<file path="src/rtl/pulse_pacer_pkg.sv">
// Shared types and helpers for the pulse pacer that feeds the toggle/XOR
// pulse synchronizer.
package pulse_pacer_pkg;

    typedef enum logic {
        IDLE  = 1'b0,
        SPACE = 1'b1
    } pp_state_e;

    // Smallest GAP (in source cycles) that spans three destination cycles,
    // given both clock frequencies in the same unit; never below 2.
    function automatic int unsigned min_gap(input int unsigned src_freq,
                                            input int unsigned dst_freq);
        int unsigned g;
        g = (3 * src_freq + dst_freq - 1) / dst_freq;
        if (g < 2) begin
            g = 2;
        end
        return g;
    endfunction

endpackage

</file>
<file path="src/rtl/pulse_pacer.sv">
// Queues back-to-back event requests as a count and re-issues them as single
// cycle pulses at least GAP cycles apart, with a sticky drop flag.
module pulse_pacer
    import pulse_pacer_pkg::*;
#(
    parameter int unsigned GAP   = 4,
    parameter int unsigned CNT_W = 4
) (
    input  logic             clk,
    input  logic             rstn,
    input  logic             req_in,
    input  logic             clr_ovf,
    output logic             pulse_out,
    output logic [CNT_W-1:0] pending,
    output logic             busy,
    output logic             overflow,
    output pp_state_e        state_dbg
);

    localparam int unsigned      GW       = (GAP > 2) ? $clog2(GAP) : 1;
    localparam logic [GW-1:0]    GAP_LOAD = GW'(GAP - 1);
    localparam logic [GW-1:0]    GAP_LAST = GW'(1);
    localparam logic [CNT_W-1:0] PEND_MAX = '1;

    if (GAP < 2) begin : g_bad_gap
        $error("pulse_pacer: GAP must be at least 2");
    end

    pp_state_e        state_q, state_d;
    logic [GW-1:0]    gap_q, gap_d;
    logic [CNT_W-1:0] pend_q, pend_d;
    logic             pulse_q, pulse_d;
    logic             ovf_q, ovf_d;
    logic             fire, drop, inc, dec;

    always_ff @(posedge clk or negedge rstn) begin
        if (!rstn) begin
            state_q <= IDLE;
            gap_q   <= '0;
            pend_q  <= '0;
            pulse_q <= 1'b0;
            ovf_q   <= 1'b0;
        end else begin
            state_q <= state_d;
            gap_q   <= gap_d;
            pend_q  <= pend_d;
            pulse_q <= pulse_d;
            ovf_q   <= ovf_d;
        end
    end

    always_comb begin
        state_d = state_q;
        gap_d   = gap_q;
        pend_d  = pend_q;
        ovf_d   = ovf_q;

        fire = (state_q == IDLE) && ((pend_q != '0) || req_in);
        drop = req_in && (pend_q == PEND_MAX) && !fire;
        dec  = fire && (pend_q != '0);
        // A request that fires straight from an empty queue is never counted.
        inc  = req_in && !(fire && (pend_q == '0)) && !drop;

        pulse_d = fire;

        case (state_q)
            IDLE: begin
                if (fire) begin
                    state_d = SPACE;
                    gap_d   = GAP_LOAD;
                end
            end
            SPACE: begin
                gap_d = gap_q - 1'b1;
                if (gap_q == GAP_LAST) begin
                    state_d = IDLE;
                end
            end
            default: begin
                state_d = IDLE;
                gap_d   = '0;
            end
        endcase

        if (inc && !dec) begin
            pend_d = pend_q + 1'b1;
        end else if (dec && !inc) begin
            pend_d = pend_q - 1'b1;
        end

        // A drop in the same cycle as a clear keeps the flag set.
        if (drop) begin
            ovf_d = 1'b1;
        end else if (clr_ovf) begin
            ovf_d = 1'b0;
        end
    end

    assign pulse_out = pulse_q;
    assign pending   = pend_q;
    assign overflow  = ovf_q;
    assign busy      = (state_q != IDLE) || (pend_q != '0);
    assign state_dbg = state_q;

endmodule

</file>
<file path="config.mk">
export PLATFORM = sky130hd
export DESIGN_NAME = pulse_pacer
export DESIGN_NICKNAME = d
export VERILOG_FILES = /design/src/rtl/pulse_pacer_pkg.sv /design/src/rtl/pulse_pacer.sv
export SDC_FILE = /design/constraint.sdc
export NUM_CORES = 1
export LEC_CHECK = 0
export CORE_AREA = 2 2 39 41
export DETAILED_ROUTE_END_ITERATION = 6
export DIE_AREA = 0 0 41 43
export PLACE_DENSITY = 0.69
export SYNTH_ARGS = -nofsm -noshare
export SYNTH_HDL_FRONTEND = slang
export SYNTH_SLANG_ARGS = --single-unit
</file>
<file path="constraint.sdc">
create_clock -name clk -period 2.9 [get_ports clk]
set_clock_uncertainty 0.05 [all_clocks]
set_input_delay 0.725 -clock clk [delete_from_list [all_inputs] [get_ports clk]]
set_output_delay 0.725 -clock clk [all_outputs]
set_load 0.03 [all_outputs]
</file>
==> run metrics <==
antenna diode count=0; Worst Path Arrival=just over 2 ns; Fill cells=127; hold buffers post-CTS=0; Final TNS setup=0 ns; storage element area=225 um2; WP data required=2.12 ns; post-synthesis register bit count=9; CTS tree=done; multi-input logic area=299 um2; Cells after Synth=50; Avg Cell Area, Syn=between 10 and 15 um2; die area=1760 um2; io pins=12; maximum VDD drop=0.562 mV; cells taking the most area after synthesis=dfrtp_1, ha_1, a21oi_1, fa_1, mux2i_1; Max Slew Vio Count=0; WL final=1.12 mm; post-synthesis sequential area ratio=41.8%; endpoints failing setup=0; syn nets=59; # rows=14; Post-CTS Resized=0; setup ws final=0.0791 ns; Worst Tran Pin Value=0.417 ns; layout net count=83; most area-hungry cell type in the Yosys netlist=dfrtp_1; DP Area=733 um2; vias per cell=5.15; post-place setup slack=-0.0869 ns; HP Class=reg -> reg; port buffer count=11; CTS max path bufs=2; Synth-to-Final Area Change=40.8%; CTS Buf Count=3; Pleak=~0.33 nW; max cap viols=0; Max Used Layer=met3; Initial Util=39.0%; layout cell share with drive strength beyond 1=approximately a fifth; initial antenna violation count=0; first-pass GRT wire length=around 1.8 mm; DRT antenna net count=0; DP HPWL=887 um; die height=43 um; Iteration-0 DRC Markers=12; period utilisation layout=97.3%; RSZ-0062 raised after global routing=false; H-tree depth=1; top cell type's share of synthesized area=41.8%; number of synthesis warnings=0; largest net degree at the start of global routing=11; GRT Residual Overflow=0; critical path type=reg -> out; CTS Root Cell=clkbuf_4; Cell Area, Synth=539 um2; Max transition margin=72.1%; RD Place Congestion=0.801; Detail Route met3 WL=50 um; total track usage=14.9%; 1st-pass router iterations=4; width of the die=41 um; met2 WL post-DR=518 um; min Tclk post-route=approximately 2.8 ns; post-synth cell types=27; clock latency on the worst-skew pair=0.25 ns; PwrDens=1190 nW/um2; Clock Pin Slew Worst Setup and Hold Paths=0.06 ns; vias=458; Core Region=1380 um2; post-route cell area=between 700 and 800 um2; worst-path maximum fanout=5; Worst setup SP type=register; Num Clock Sinks=9; hold path cells=1; CP Capture Type=primary output; Avg WL per Cell=12.6 um; max frequency=355 MHz; Metal-1 WL=553 um; status=completed; endpoints failing hold=0; Setup Buffers After CTS=0; Worst Reg-to-Reg Cells=9; DRC=0; via count of the first global-routing pass=431
## layer usage
| metal | global-route usage, % | vias up |
|---|---|---|
| li1 | - | 231 |
| met1 | 20.1 | 216 |
| met2 | 21.9 | 11 |
| met5 | 0 | - |
| met4 | 8.67 | 0 |
| met3 | 2.09 | 0 |
## layout by cell type (no fill, tap or decap), drive strengths merged, types with 3 or more instances in the layout
master / synthesis / final
buf: 0 / 9
ha: 4 / 4
inv: 3 / 3
clkdlybuf4s50: 0 / 11
dfrtp: 9 / 9
a21oi: 4 / 4
clkbuf: 1 / 4
## critical path: stages (launching register included)
cell	delay (ns)
dfrtp_1	0.43
or4_4	0.55
or2_1	0.22
clkdlybuf4s50_1	0.59
## logic make-up (layout without fill, tap and decap cells)
kind of cell	after synthesis	in the layout	share of synthesized area (%)
flip-flops	9	9	41.8
XOR/XNOR	2	2	3.25
multiplexers	3	3	5.80
AND/OR/NAND/NOR	16	16	20.0
adder cells (fa/ha/maj)	5	5	13.0
AO/OA/AOI/OAI	11	11	13.5
buffers and inverters	4	27	2.78
## area by class of cell
type / count / share of cell area, %
Clock buffer: 4 / 3.46
Inverter: 3 / 1.48
Multi-Input combinational cell: 37 / 39.4
Sequential cell: 9 / 29.7
Tap cell: 16 / 2.64
Timing Repair Buffer: 20 / 23.4
## cells in the mapped netlist
| cell type | n |
|---|---|
| and4_1 | 1 |
| nor2b_1 | 1 |
| dfrtp_1 | 9 |
| or2_1 | 1 |
| o21ai_0 | 2 |
| or4_1 | 1 |
| a31oi_1 | 1 |
| xnor2_1 | 2 |
| nor3_4 | 1 |
| nand3b_1 | 1 |
| or3_1 | 1 |
| a21oi_1 | 4 |
| clkbuf_1 | 1 |
| mux2i_1 | 2 |
| a32o_1 | 1 |
| or2b_1 | 1 |
| nand3_1 | 2 |
| fa_1 | 1 |
| nand2_1 | 2 |
| ha_1 | 4 |
| inv_1 | 3 |
| o211ai_1 | 2 |
| a2111o_1 | 1 |
| mux2_2 | 1 |
| or4_4 | 1 |
| nor3_1 | 1 |
| nor2_1 | 2 |
## power by group
group	switching [mW]	internal (mW)
sequential	0.0558	0.184
combinational	0.286	0.282
clock	0.0421	0.0529
## sequential cells by signal, summed over array words and instances, names as in the netlist
register and count:
overflow 1, pulse_out 1, state_dbg 1, gap_q 2, pending 4
## final timing paths
path / startpoint / endpoint / slack (ns)
max: pending[2] / busy / 0.08
min: gap_q[0] / gap_q[0] / 0.45
max reg2reg: pending[2] / pending[3] / 0.26
min reg2reg: gap_q[0] / gap_q[0] / 0.45
max in group asynchronous: rstn / overflow / 1.79
min in group asynchronous: rstn / pulse_out / 0.72
## through the flow
step                instances  hold WS (ns)  utilization, %  total power, mW
floorplan                  50         0.379               -            0.580
global placement           85         0.416            53.0            0.793
detailed placement         85         0.436            53.0            0.811
CTS                        89         0.454            54.9            0.910
global route               89         0.466            54.9            0.979
finish                     89         0.449            54.9            0.903
(Power assumes the default switching activity.)
